$ cat src/rtl/mux_4_1_rr_v.sv
// Round-robin 4:1 valid/ready gatherer with a 1-entry registered output stage.
// Optional MUX_4_1_FORCE_SEL_EN adds i_force/i_sel_code to pin the grant to one lane.
module mux_4_1_rr_v #(
    parameter int WIDTH = 8
) (
    input  logic               i_clk,
    input  logic               i_rst,
    input  logic [4*WIDTH-1:0] i_data,
    input  logic [3:0]         i_valid,
    output logic [3:0]         o_ready,
    output logic [WIDTH-1:0]   o_data,
    output logic               o_valid,
    input  logic               i_ready,
`ifdef MUX_4_1_FORCE_SEL_EN
    input  logic               i_force,
    input  logic [1:0]         i_sel_code,
`endif
    output logic [1:0]         o_sel_code
);

    typedef enum logic {
        EMPTY = 1'b0,
        FULL  = 1'b1
    } state_t;

    state_t             state_q, state_d;
    logic [WIDTH-1:0]   data_q, data_d;
    logic [1:0]         sel_q, sel_d;
    logic [1:0]         ptr_q, ptr_d;

    logic [3:0]         eligible;
    logic               loadEn;
    logic               grantFound;
    logic [1:0]         grantIdx;
    logic [1:0]         searchIdx;
    logic               accept;

    assign loadEn = (state_q == EMPTY) || i_ready;

`ifdef MUX_4_1_FORCE_SEL_EN
    assign eligible = i_force ? (i_valid & (4'b0001 << i_sel_code)) : i_valid;
`else
    assign eligible = i_valid;
`endif

    // First eligible lane starting at ptr, wrapping modulo 4.
    always_comb begin
        grantFound = 1'b0;
        grantIdx   = ptr_q;
        searchIdx  = ptr_q;
        for (int k = 0; k < 4; k++) begin
            searchIdx = ptr_q + 2'(k);
            if (!grantFound && eligible[searchIdx]) begin
                grantFound = 1'b1;
                grantIdx   = searchIdx;
            end
        end
    end

    // Reset masks the handshake so nothing is accepted while the word is being discarded.
    assign accept  = loadEn && grantFound && !i_rst;
    assign o_ready = accept ? (4'b0001 << grantIdx) : 4'b0000;

    always_comb begin
        state_d = state_q;
        data_d  = data_q;
        sel_d   = sel_q;
        ptr_d   = ptr_q;
        if (accept) begin
            state_d = FULL;
            data_d  = i_data[grantIdx*WIDTH +: WIDTH];
            sel_d   = grantIdx;
            ptr_d   = grantIdx + 2'd1;
        end else if (state_q == FULL && i_ready) begin
            state_d = EMPTY;
        end
    end

    always_ff @(posedge i_clk or posedge i_rst) begin
        if (i_rst) begin
            state_q <= EMPTY;
            data_q  <= '0;
            sel_q   <= 2'd0;
            ptr_q   <= 2'd0;
        end else begin
            state_q <= state_d;
            data_q  <= data_d;
            sel_q   <= sel_d;
            ptr_q   <= ptr_d;
        end
    end

    assign o_valid    = (state_q == FULL);
    assign o_data     = data_q;
    assign o_sel_code = sel_q;

endmodule
$ cat config.mk
export PLATFORM = sky130hd
export DESIGN_NAME = mux_4_1_rr_v
export DESIGN_NICKNAME = d
export VERILOG_FILES = /design/src/rtl/mux_4_1_rr_v.sv
export SDC_FILE = /design/constraint.sdc
export NUM_CORES = 1
export LEC_CHECK = 0
export CAP_MARGIN = 20
export CELL_PAD_IN_SITES_DETAIL_PLACEMENT = 0
export CELL_PAD_IN_SITES_GLOBAL_PLACEMENT = 2
export CORE_MARGIN = 8
export CORE_UTILIZATION = 21
export DETAILED_ROUTE_END_ITERATION = 6
export PLACE_DENSITY_LB_ADDON = 0.2
export SLEW_MARGIN = 20
export SYNTH_ARGS = -nofsm -noshare
export SYNTH_HDL_FRONTEND = slang
export SYNTH_SLANG_ARGS = --single-unit
$ cat constraint.sdc
create_clock -name i_clk -period 3.5 [get_ports i_clk]
set_input_delay 0.7 -clock i_clk [delete_from_list [all_inputs] [get_ports i_clk]]
set_output_delay 0.7 -clock i_clk [all_outputs]
set_load 0.02 [all_outputs]
**Yosys cells after proc, flatten, opt, wreduce, memory -nomap -nowiden**

Cells that the tools add are included.

- Flip-flop bits (word level): 13
- Output and inout port bits: 15
- Logic and storage cells: 45

- Add/sub/neg operators: 4
- Order comparisons: 4
- Shift-type cells: 2
- Muxes and demuxes: 18
- Bitwise gates (word level): 1
- Reduce and logical (&&, ||, !) cells: 12

Operators by type and width:

| kind | number |
|---|---|
| $shiftx 32x6->8 | 1 |
| $lt 2x3->1 const B | 4 |
| $mux 1 | 10 |
| $bmux 1 s2 | 4 |
| $logic_and 1x1->1 | 6 |
| $mux 2 | 3 |
| $add 2x1->2 const B | 2 |
| $add 2x2->2 const B | 2 |
| $logic_not 1->1 | 4 |
| $mux 4 | 1 |
| $shl 1x2->4 const A | 1 |
| $reduce_bool 2->1 | 1 |
| $logic_or 1x1->1 | 1 |
| $not 1->1 | 1 |

**Logic depth before layout (Yosys ltp)**

Gate-level depths: netlist of the first run.

- Depth in word-level cells: 15
- Mapped depth: 6

**Least setup slack after synthesis of the first run**

OpenSTA, ideal clock, no wires.

- Path type: input to output
- Start: input port i_rst
- End: output port o_ready[3]
- Arrival time: 1.933 ns
- Data required time: 2.800 ns
- Setup slack: 0.867 ns
- Stages: 6
- Path buffers: 1
- Cells stage by stage: clkinv_1 > o41ai_1 > nor2b_1 > and2_1 > buf_4 > nor2b_1

- Longest elaborated chain between the ends: 3

Ends and longest elaborated chain:

| what | line | source |
|---|---|---|
| start, declared | 7 | `input logic i_rst,` |
| $logic_not 1->1 (no line) | n/a |  |
| $logic_and 1x1->1 | 61 | `assign accept = loadEn && grantFound && !i_rst;` |
| $mux 4 | 62 | `assign o_ready = accept ? (4'b0001 << grantIdx) : 4'b0000;` |
| end, declared | 10 | `output logic [3:0] o_ready,` |

Every way passes these cells.

**Worst setup path after layout of the first run**

- Start: input port i_valid[1]
- End: output port o_ready[0]

- Longest elaborated chain between the ends: 15

Ends and longest elaborated chain:

| what | line | source |
|---|---|---|
| start, declared | 9 | `input logic [3:0] i_valid,` |
| $bmux 1 s2 | 53 | `if (!grantFound && eligible[searchIdx]) begin` |
| $mux 1 (implied by the code) | 53 |  |
| $mux 1 | 53 |  |
| $logic_not 1->1 | 53 |  |
| $logic_and 1x1->1 | 53 |  |
| $mux 1 | 53 |  |
| $logic_not 1->1 | 53 |  |
| $logic_and 1x1->1 | 53 |  |
| $mux 1 | 53 |  |
| $logic_not 1->1 | 53 |  |
| $logic_and 1x1->1 | 53 |  |
| $mux 1 | 53 |  |
| $logic_and 1x1->1 (2 in series) | 61 |  |
| $mux 4 (*) | 62 |  |

Every way passes the cells marked *; elsewhere a longest branch is shown, timed or not. The select of a mux whose other input is x is not followed.

==> impl_metrics.ini, run 1 <==
[clocking]
clk_pin_slew_worst_paths_ns = 0.06
cts_buffers = 3
tritoncts = done
cts_resized = 0
cts_root_buf = clkbuf_8
htreeDepth = 1
clock_path_buffers = 2
clock_sinks = 13
clkLatencyLatePin_ns = 0.24
ctsHoldBuffers = 0
cts_setup_buffers = 0

[critical_path]
crit_type = input port to primary output
cp-start-kind = input port
endpoint_kind = primary output
required_ns = 2.80
crit_fanout = 4
worstPathArrival_ns = 2.74

[min_path]
hold_path.class = flip-flop to flip-flop

[timing]
rsz0062_at_grt = false
fmax_mhz = 291.0
finalSetupViolations = 0
worstMarginPinSlew_ns = 0.3690
fin_crit_ns = 3.436
setup_tns_ns = 0
maxSlewHeadroom_pct = 75.14
finalCritPeriodShare_pct = 98.17
drv_slew = 0
hold_violations = 0
finClkSkew_ns = 0.002217

[layout]
syn2layout_area_growth_pct = 82.37
nets = 186
fin_area_sq_mm = 0.001579
drive_above_1_share_pct = 17.12
n_antenna_cell = 0

[grt]
grt_pass1_vias = 936
grt_overflow = 0
grtUsageTotal_pct = 9.412
grt_pass1_wl_um = 4650
grt_max_degree = 14
antenna_found_initial = 0

[die]
io_pins = 54
row_count = 23
die_area_sq_mm = 0.006434
core_area_sq_mm = 0.003971
start_util_pct = 21.80
die_x_um = 80.21
die_h_um = 80.21

[pwr]
power_density_mw_per_mm2 = 580.4
p_total_uw = 916.4
vdd_drop_max_mv = 0.2435
p_leak_uw = 0.0006906

[route]
routed-wl-met3_um = 178
drtIter0Drc = 20
first_pass_iters = 4
routed_wl_um = 2953
drc_errors = 0
wl_met1_um = 1377
ant_nets = 0
avgRoutedWirePerCell_um = 15.07
via_count = 839
highest_layer = met4
viasPerCell = 4.281
met2_length_um = 1382

[place]
place_congestion = 0.6292
place_hpwl_um = 2409
numPortBuffers = 53
place_area_sq_mm = 0.001510

[logic_synthesis]
yosys_register_bits = 13
synth_top_area_cell = dfrtp_1
yosysSeqAreaShare_pct = 37.57
yosys_warnings = 0
synth_fp_nets = 122
synth_cell_types = 27
yosys.area.top_type_share_pct = 37.57
syn-instance-count = 83
synth_area_sq_um = 865.8
synthTopCellsByArea = dfrtp_1, mux2i_1, a221oi_2, nor2_1, a21oi_1
synth.avg_cell_area_sq_um = 10.43

[outcome]
status = completed

[flow_run]
drv_cap = 0
==> cells in the mapped netlist <==
library cell,number
a221oi_2,7
mux2i_1,14
nor2_4,1
mux4_2,1
xor2_1,1
a21oi_1,5
buf_2,1
nor2b_1,4
buf_4,2
nand2b_1,2
nor2_1,12
dfrtp_1,13
a21o_1,2
nor3_1,1
inv_1,2
and2_1,2
nand2_1,3
o41ai_1,1
clkbuf_1,1
mux2_2,1
o21ai_1,1
o21ai_2,1
or2_0,1
clkinv_1,1
and3_1,1
o21ai_0,1
o221ai_2,1
==> flip-flops by register name, summed over array words and instances (netlist names) <==
name,cells
o_data,8
o_sel_code,2
o_valid,1
ptr_q,2
==> cell families (layout without fill, tap and decap cells) <==
logic type / count (synthesis) / count (layout) / synth area share, %
flip-flops: 13 / 13 / 37.57
AO/OA/AOI/OAI: 19 / 19 / 21.67
buffers and inverters: 7 / 70 / 4.045
XOR/XNOR: 1 / 1 / 1.012
multiplexers: 16 / 16 / 20.09
AND/OR/NAND/NOR: 27 / 27 / 15.61
==> worst max-delay path, stage by stage <==
cell and delay [ns]:
clkdlybuf4s50_1 0.50, o41ai_1 0.40, buf_4 0.18, nand2b_1 0.19, nor2_4 0.06, and2_1 0.17
clkdlybuf4s50_1 0.54
==> layout make-up <==
cell class / count / area (sq um)
inverter: 3 / 11.26
tap: 50 / 62.56
fill: 398 / 2392
sequential: 13 / 325.3
multi-input combinational: 63 / 524.3
clock buffer: 4 / 45.04
timing repair buffer: 63 / 610.6
==> worst paths after layout <==
kind	start	endpoint	slack [ns]	cells after the start
hold / removal	o_sel_code[0]	o_sel_code[0]	0.49	1
hold reg to reg	o_sel_code[0]	o_sel_code[0]	0.49	1
setup reg to reg	ptr_q[1]	o_data[4]	1.44	6
max in group asynchronous	i_rst	o_data[2]	2.55	3
setup / recovery	i_valid[1]	o_ready[0]	0.06	7
min in group asynchronous	i_rst	o_sel_code[0]	0.78	3
==> per-layer routing <==
layer,GRT usage (%),vias up
li1,-,426
met1,11.88,382
met2,14.39,29
met5,0,-
met3,3.348,2
met4,3.273,0
==> power breakdown <==
part	leakage, uW	switching (uW)	total (uW)	internal (uW)
Clock	0.0000228	53.9	134	80.3
Combinational	0.000524	258	534	275
Sequential	0.000144	39.6	249	209
==> layout by cell type, fill, tap and decap left out, types with 2 or more instances in the layout <==
| cell type | count |
|---|---|
| clkdlybuf4s50_1 | 51 |
| and2_1 | 2 |
| nor2b_1 | 4 |
| dlymetal6s2s_1 | 2 |
| mux2i_1 | 14 |
| nand2_1 | 3 |
| nand2b_1 | 2 |
| inv_1 | 2 |
| buf_4 | 10 |
| a221oi_2 | 7 |
| dfrtp_1 | 13 |
| a21oi_1 | 5 |
| nor2_1 | 12 |
| clkbuf_8 | 3 |
| a21o_1 | 2 |
==> stage by stage <==
stage	hold slack [ns]	instances	utilization, %	setup slack [ns]
after CTS	0.5001	196	39.16	0.03842
final	0.4858	196	39.76	0.06393
after global placement	0.4637	192	38.03	0.03538
after detailed placement	0.4864	192	38.03	0.04563
after floorplan	0.5265	83	-	0.8672
after global routing	0.5241	196	39.76	0.001793
No activity file was read; power rests on OpenSTA's default activity.
==> inputs of run 2 (changes only) <==
- CORE_UTILIZATION: 21 -> 20
- clock period: 3.5 -> 3.3 ns (I/O delays scaled with it)
==> impl_metrics.ini, run 2 (synthesized netlist as in run 1, its figures left out) <==
[route]
drc_errors = 0
avgRoutedWirePerCell_um = 14.81
viasPerCell = 4.373
via_count = 892
drtIter0Drc = 23
first_pass_iters = 4
routed_wl_um = 3022
ant_nets = 0

[pwr]
p_total_uw = 990.2
power_density_mw_per_mm2 = 615.4
vdd_drop_max_mv = 0.2377
p_leak_uw = 0.0007377

[timing]
rsz0062_at_grt = false
fmax_mhz = 324.7
setup_ws_ns = 0.2199
finClkSkew_ns = 0.001362
fin_crit_ns = 3.080
hold_violations = 0
worstMarginPinSlew_ns = 0.2766
finalCritPeriodShare_pct = 93.33
maxSlewHeadroom_pct = 81.32
drv_slew = 0
finalSetupViolations = 0

[layout]
area.sequential_sq_um = 325.3
fillCellCount = 439
largest_reg_flops = 8
syn2layout_area_growth_pct = 85.84
nets = 192
final_util_pct = 37.73
multi_input_area_sq_um = 505.5
drive_above_1_share_pct = 20.39
final_common_cell = clkdlybuf4s50_1
n_antenna_cell = 0
layout_common_cells = clkdlybuf4s50_1, buf_4, mux2i_1
final_cell_count_no_fill = 204

[critical_path]
worstPathArrival_ns = 2.42
crit_fanout = 5
cp-start-kind = input port
required_ns = 2.64
crit_type = input port to primary output
endpoint_kind = primary output
reg2regPathDepth = 7

[clocking]
htreeDepth = 1
clkLatencyLatePin_ns = 0.24
ctsHoldBuffers = 0
clock_sinks = 13
tritoncts = done
clock_path_buffers = 2
cts_buffers = 3
cts_root_buf = clkbuf_8
clk_pin_slew_worst_paths_ns = 0.06

[place]
preCtsSetupSlack_ns = -0.004296
place_hpwl_um = 2460
dp.cells = 196
place_congestion = 0.6938
numPortBuffers = 53

[die]
core_area_sq_mm = 0.004264
die_h_um = 81.80
die_area_sq_mm = 0.006690
die_x_um = 81.80
row_count = 24
start_util_pct = 20.31
io_pins = 54

[grt]
grt_overflow = 0
grt_pass1_wl_um = 5009
grtUsageTotal_pct = 9.619
antenna_found_initial = 0
grt_max_degree = 14
grt_pass1_vias = 1031

[min_path]
holdPathStages = 1
hold_path.class = flip-flop to flip-flop

[flow_run]
drv_cap = 0

[outcome]
status = completed
[run 2: through the flow]
step                        TNS, ns  area [sq um]  hold slack [ns]
after floorplan                   0         865.8           0.4865
after global placement     -0.01083          1528           0.4680
after detailed placement  -0.004296          1528           0.4729
after CTS                         0          1572           0.4861
after global routing              0          1609           0.4939
final                             0          1609           0.4801
[run 2: layout make-up]
| cell class | count | share of cell area, % |
|---|---|---|
| clock buffer | 4 | 2.799 |
| inverter | 3 | 0.6998 |
| multi-input combinational | 63 | 31.42 |
| sequential | 13 | 20.22 |
| tap | 52 | 4.044 |
| timing repair buffer | 69 | 40.82 |
[run 2: report_power, final]
part,internal (uW),switching (uW)
clock,85.4,60.1
combinational,312,270
sequential,222,41.2
[run 2: worst paths after layout]
path                               start       endpoint  slack [ns]
hold / removal             o_sel_code[0]  o_sel_code[0]        0.48
setup reg to reg                ptr_q[1]      o_data[4]        1.20
hold reg to reg            o_sel_code[0]  o_sel_code[0]        0.48
min in group asynchronous          i_rst  o_sel_code[0]        0.75
setup / recovery              i_valid[0]     o_ready[0]        0.22
max in group asynchronous          i_rst      o_data[5]        2.38
[run 2: critical path, stage by stage]
cell	delay [ns]
clkdlybuf4s50_1	0.48
o41ai_1	0.39
buf_4	0.17
nand2b_1	0.20
nor2_4	0.06
and2_1	0.15
dlygate4sd2_1	0.32
[run 2: timing repair]
action                     4_1_cts  5_1_grt
pin swaps                        0        2
resized for setup                1        3
setup buffers                    0        4
setup endpoints to repair        1        3
[run 2: metal layers]
layer	share of wire, %	track usage (%)	vias up
met5	0	0	-
met1	45	11.68	414
met3	7.0	3.829	5
met2	47	14.92	31
li1	-	-	442
met4	1.5	3.684	0
